### src/rtl/store_narrower.sv
// -----------------------------------------------------------------------------
// store_narrower
// MEM-stage store path: narrows a 32-bit register operand into a word-aligned
// data-memory write (address, lane-replicated data, byte enables). Misaligned
// and reserved-size stores are consumed but dropped, raising a one-cycle
// misalign pulse. Accepted stores are queued in a small circular FIFO that
// drains toward the data-memory port with a valid/ready handshake.
//
// Ports
//   clk, reset      clock, synchronous active-high reset
//   in_valid/ready  request handshake (ready is purely occupancy based)
//   in_addr         byte address
//   in_data         register operand (rt)
//   in_size         00 byte, 01 half, 10 word, 11 reserved
//   out_valid/ready FIFO head handshake toward memory
//   out_addr        word-aligned address of head
//   out_wdata       lane-replicated write data of head
//   out_be          byte enables of head (bit i = lane i)
//   misalign        one-cycle pulse after a faulting request is consumed
//   misalign_addr   byte address of the most recent faulting request
// -----------------------------------------------------------------------------
module store_narrower #(
   parameter int DEPTH = 2
) (
   input  logic        clk,
   input  logic        reset,
   input  logic        in_valid,
   output logic        in_ready,
   input  logic [31:0] in_addr,
   input  logic [31:0] in_data,
   input  logic [1:0]  in_size,
   output logic        out_valid,
   input  logic        out_ready,
   output logic [31:0] out_addr,
   output logic [31:0] out_wdata,
   output logic [3:0]  out_be,
   output logic        misalign,
   output logic [31:0] misalign_addr
);

   localparam int AW = (DEPTH > 1) ? $clog2(DEPTH) : 1;
   localparam int CW = $clog2(DEPTH + 1);
   localparam logic [CW-1:0] DEPTH_C = CW'(DEPTH);

   logic [AW-1:0] wr_ptr_q, wr_ptr_d;
   logic [AW-1:0] rd_ptr_q, rd_ptr_d;
   logic [CW-1:0] count_q, count_d;
   logic          misalign_q;
   logic [31:0]   misalign_addr_q;

   logic [31:0]   addr_mem_q  [DEPTH];
   logic [31:0]   wdata_mem_q [DEPTH];
   logic [3:0]    be_mem_q    [DEPTH];

   logic [1:0]    lane;
   logic          fault;
   logic [31:0]   nar_wdata;
   logic [3:0]    nar_be;
   logic          accept;
   logic          push;
   logic          pop;

   // Lane steering and fault detection for the incoming request.
   always_comb begin
      lane      = in_addr[1:0];
      fault     = 1'b0;
      nar_wdata = in_data;
      nar_be    = 4'b1111;
      case (in_size)
         2'b00: begin
            nar_wdata = {4{in_data[7:0]}};
            nar_be    = 4'b0001 << lane;
         end
         2'b01: begin
            nar_wdata = {2{in_data[15:0]}};
            nar_be    = 4'b0011 << lane;
            fault     = in_addr[0];
         end
         2'b10: begin
            fault     = |lane;
         end
         default: begin
            fault     = 1'b1;
         end
      endcase
   end

   assign in_ready  = (count_q < DEPTH_C) & ~reset;
   assign out_valid = (count_q != '0);
   assign accept    = in_valid & in_ready;
   // A faulting request completes its handshake but never enters the queue.
   assign push      = accept & ~fault;
   assign pop       = out_valid & out_ready;

   always_comb begin
      wr_ptr_d = push ? wr_ptr_q + 1'b1 : wr_ptr_q;
      rd_ptr_d = pop  ? rd_ptr_q + 1'b1 : rd_ptr_q;
      count_d  = count_q;
      case ({push, pop})
         2'b10:   count_d = count_q + 1'b1;
         2'b01:   count_d = count_q - 1'b1;
         default: count_d = count_q;
      endcase
   end

   always_ff @(posedge clk) begin
      if (reset) begin
         wr_ptr_q        <= '0;
         rd_ptr_q        <= '0;
         count_q         <= '0;
         misalign_q      <= 1'b0;
         misalign_addr_q <= '0;
      end else begin
         wr_ptr_q   <= wr_ptr_d;
         rd_ptr_q   <= rd_ptr_d;
         count_q    <= count_d;
         misalign_q <= accept & fault;
         if (accept & fault) begin
            misalign_addr_q <= in_addr;
         end
      end
   end

   // One storage slot per entry; zeroed on reset so the head is never X.
   generate
      for (genvar gi = 0; gi < DEPTH; gi++) begin : g_slot
         always_ff @(posedge clk) begin
            if (reset) begin
               addr_mem_q[gi]  <= '0;
               wdata_mem_q[gi] <= '0;
               be_mem_q[gi]    <= '0;
            end else if (push && (wr_ptr_q == AW'(gi))) begin
               addr_mem_q[gi]  <= {in_addr[31:2], 2'b00};
               wdata_mem_q[gi] <= nar_wdata;
               be_mem_q[gi]    <= nar_be;
            end
         end
      end
   endgenerate

   assign out_addr      = addr_mem_q[rd_ptr_q];
   assign out_wdata     = wdata_mem_q[rd_ptr_q];
   assign out_be        = be_mem_q[rd_ptr_q];
   assign misalign      = misalign_q;
   assign misalign_addr = misalign_addr_q;

endmodule
### config.mk
export PLATFORM = sky130hd
export DESIGN_NAME = store_narrower
export DESIGN_NICKNAME = d
export VERILOG_FILES = /design/src/rtl/store_narrower.sv
export SDC_FILE = /design/constraint.sdc
export NUM_CORES = 1
export LEC_CHECK = 0
export CAP_MARGIN = 20
export CORE_ASPECT_RATIO = 1.4
export CORE_UTILIZATION = 50
export DETAILED_ROUTE_END_ITERATION = 8
export PLACE_DENSITY_LB_ADDON = 0.1
export SETUP_SLACK_MARGIN = 0.1
export SYNTH_ARGS = -nofsm -noshare
export SYNTH_HDL_FRONTEND = slang
export SYNTH_SLANG_ARGS = --single-unit
### constraint.sdc
create_clock -name clk -period 6.16 [get_ports clk]
set_clock_uncertainty 0.2 [all_clocks]
set_input_delay 1.232 -clock clk [delete_from_list [all_inputs] [get_ports clk]]
set_output_delay 1.232 -clock clk [all_outputs]
set_load 0.02 [all_outputs]
==> impl_metrics.tcl <==
set metrics [dict create \
    power_density_nw_per_um2 293 \
    antenna_left 0 \
    p_sw_uw 711 \
    required_ps 4730 \
    crit_cells 2 \
    reg2reg_setup_slack_ps 3460 \
    syn_area_per_cell_um2 13.9 \
    stdcell_count 904 \
    yosys_register_bits 170 \
    drv_slew 0 \
    antenna_found_initial 0 \
    endpoint_kind "output pin" \
    wl_per_cell_um 17.6 \
    gr-total-overflow 0 \
    cap_violations 0 \
    drcViolationCount 0 \
    path_cells "mux2_2, clkdlybuf4s50_1" \
    grt_first_pass_wirelength_um 25200 \
    vias_per_cell 5.22 \
    arrival_ps 2380 \
    synthesis.area_um2 7490 \
    drt_iter0_drc 186 \
    nNetsFinal 773 \
    postSynthCellCount 540 \
    cts_root_buf "clkbuf_16" \
    clk_latency_ps 410 \
    netlist-cell-type-count 34 \
    cp.buffers_inverters 1 \
    dp_hpwl_um 10400 \
    initial_core_util_pct 51.4 \
    ctsResizeCount 0 \
    synth_seq_area_share_pct 63.0 \
    placed_cells 872 \
    setup_slack_ps 2350 \
    swShare_pct 24.5 \
    synth_edf_count 132 \
    ys_warn_count 0 \
    drive_gt1_share_pct 21.0 \
    diodes 0 \
    synth_largest_area_cell "edfxtp_1" \
    die_area_um2 15500 \
    clk_pin_slew_worst_paths_ps 60 \
    internal-power_mw 2.19 \
    worst_pin_slew_ps 998 \
    setup_tns_ps 0 \
    dpl-instance-area_um2 9340 \
    pre_cts_ws_ps 1930 \
    max-vdd-ir-drop_v 0.000186 \
    vias 4722 \
    async_reset_ff_share_pct 0 \
    cp_slowest_stage_delay_ps 960 \
    design_area_um2 9930 \
    grt_usage_pct 21.4 \
    p_seq_share_pct 46.5 \
    status "finished clean" \
    syn_to_final_growth_pct 32.5 \
    htreeDepth 4 \
    die_height_um 147 \
    num_rows 52 \
    hp-class "reg2reg" \
    grt_max_degree 67 \
    die_x_um 105 \
    crit_end "out_addr[6]" \
    crit_family "flip-flops" \
    fp.coreArea_um2 14600 \
    yosys.area.top_type_share_pct 52.9 \
    dr.pass1.iters 7 \
    hold_viol_final 0 \
    crit_fanout 66 \
    max_freq_mhz 262 \
    io_pins 173 \
    ys_top_cells_by_area "edfxtp_1, mux2_2, dfxtp_1" \
    cts.sink_count 170 \
    cts_tree "yes" \
    cts_buffers 17 \
    path_class "reg2out" \
    cts_hold_buffers 0 \
    r2r-start "count_q[1]$_SDFFE_PP0P_" \
    grt_setup_unrepaired "false" \
    clk_path_buf_depth 2 \
    setup_viol 0 \
    p_leak_nw 3.76 \
    fin_crit_ps 3810 \
    timing.slew.headroom_pct 33.3 \
    dominantRegCellSynth "edfxtp_1" \
    clockPowerShare_pct 35.8 \
    rr_worst_depth 3 \
    grt_pass1_vias 4998 \
    cp-start-kind "flip-flop" \
    period_share_pct 61.9 \
    postCtsSetupRepairBufs 0 \
    p_comb_share_pct 17.6 \
    portBuffers 170 \
    drt-total-wl_um 15900 \
    place_congestion 0.743 \
    cp_slowest_cell "dfxtp_4" \
    worstReg2RegEnd "wdata_mem_q[0][27]$_SDFFCE_PN0P_" \
]
==> worst min-delay path by stage <==
| stage | startpoint | end | slack, ps | depth (start not counted) |
|---|---|---|---|---|
| after global placement | wr_ptr_q$_SDFFE_PP0N_ | wr_ptr_q$_SDFFE_PP0N_ | 290 | 2 |
| after CTS | wr_ptr_q$_SDFFE_PP0N_ | wr_ptr_q$_SDFFE_PP0N_ | 310 | 2 |
| after global routing | wr_ptr_q$_SDFFE_PP0N_ | wr_ptr_q$_SDFFE_PP0N_ | 320 | 2 |
| final | rd_ptr_q$_SDFFE_PP0P_ | rd_ptr_q$_SDFFE_PP0P_ | 310 | 2 |
| after detailed placement | rd_ptr_q$_SDFFE_PP0P_ | rd_ptr_q$_SDFFE_PP0P_ | 300 | 2 |
| after floorplan | wr_ptr_q$_SDFFE_PP0N_ | wr_ptr_q$_SDFFE_PP0N_ | 260 | 2 |
==> metrics by stage <==
step | hold slack [ps] | power [mW] | util, %
detailed placement | 298 | 1.89 | 64.1
floorplan | 262 | 1.65 | -
CTS | 308 | 2.93 | 68.1
global route | 322 | 3.00 | 68.1
global placement | 289 | 1.88 | 64.1
finish | 311 | 2.91 | 68.1
==> power groups by stage <==
stage | Clock (mW) | Sequential, mW | Combinational, mW
after floorplan | 0 | 1.37 | 0.281
after global placement | 0 | 1.37 | 0.511
after detailed placement | 0 | 1.38 | 0.515
after CTS | 1.05 | 1.35 | 0.519
after global routing | 1.10 | 1.36 | 0.543
final | 1.04 | 1.35 | 0.513
==> cells in the mapped netlist, drive strengths merged (2+ instances only) <==
cell type    n
nand2b       3
buf         11
mux2       105
or3          4
xnor2        3
a21oi        3
mux2i       25
nor2b       32
nor2        61
edfxtp     132
inv          2
nor3         5
o21a         3
and2        76
dfxtp       38
clkbuf      23
o21ai        2
==> cells by family after synthesis <==
kind of cell             after synthesis  synth area share, %
AO/OA/AOI/OAI                         11                 1.00
multiplexers                         130                 19.1
adder cells (fa/ha/maj)                1                0.167
XOR/XNOR                               4                0.468
flip-flops                           170                 63.0
buffers and inverters                 36                 2.37
AND/OR/NAND/NOR                      187                 13.8
other                                  1               0.0500
==> per-layer routing <==
layer,global-route usage [%],routed length (µm),up-vias,share of wire (%)
met5,0,0,-,0
met4,8.38,274,0,1.7
met3,6.17,1140,20,7.2
met2,38.6,8300,164,52
met1,23.6,6160,2312,39
li1,-,-,2226,-
==> layout by cell type, fill, tap and decap left out, types with 6 or more instances in the layout <==
cell type and instances:
buf_4 6, clkdlybuf4s50_1 169, mux2_2 105, mux2i_1 25, nor2b_1 32, dfxtp_1 37
edfxtp_1 132, clkbuf_16 19, nor2_1 60, and2_1 76
==> state kept, by name, summed over array words and instances (netlist names), named ones only <==
signal and flops:
wr_ptr_q 1, wdata_mem_q 64, count_q 2, be_mem_q 8, rd_ptr_q 1, addr_mem_q 60, misalign 1, misalign_addr 32
==> worst register-to-register path, delay by kind of cell (launching register included) <==
family / cells / cell delay [ps]
AND/OR/NAND/NOR: 3 / 1710
flip-flops: 1 / 370
==> layout make-up <==
| cell class | instances | area, µm² |
|---|---|---|
| clock buffers | 24 | 504 |
| fillers | 1082 | 4640 |
| inverters | 2 | 7.51 |
| clock inverters | 8 | 83.8 |
| flip-flops and latches | 170 | 4730 |
| repair buffers | 176 | 1740 |
| well taps | 189 | 236 |
| multi-input cells | 335 | 2630 |
No activity file was read; power rests on OpenSTA's default activity.
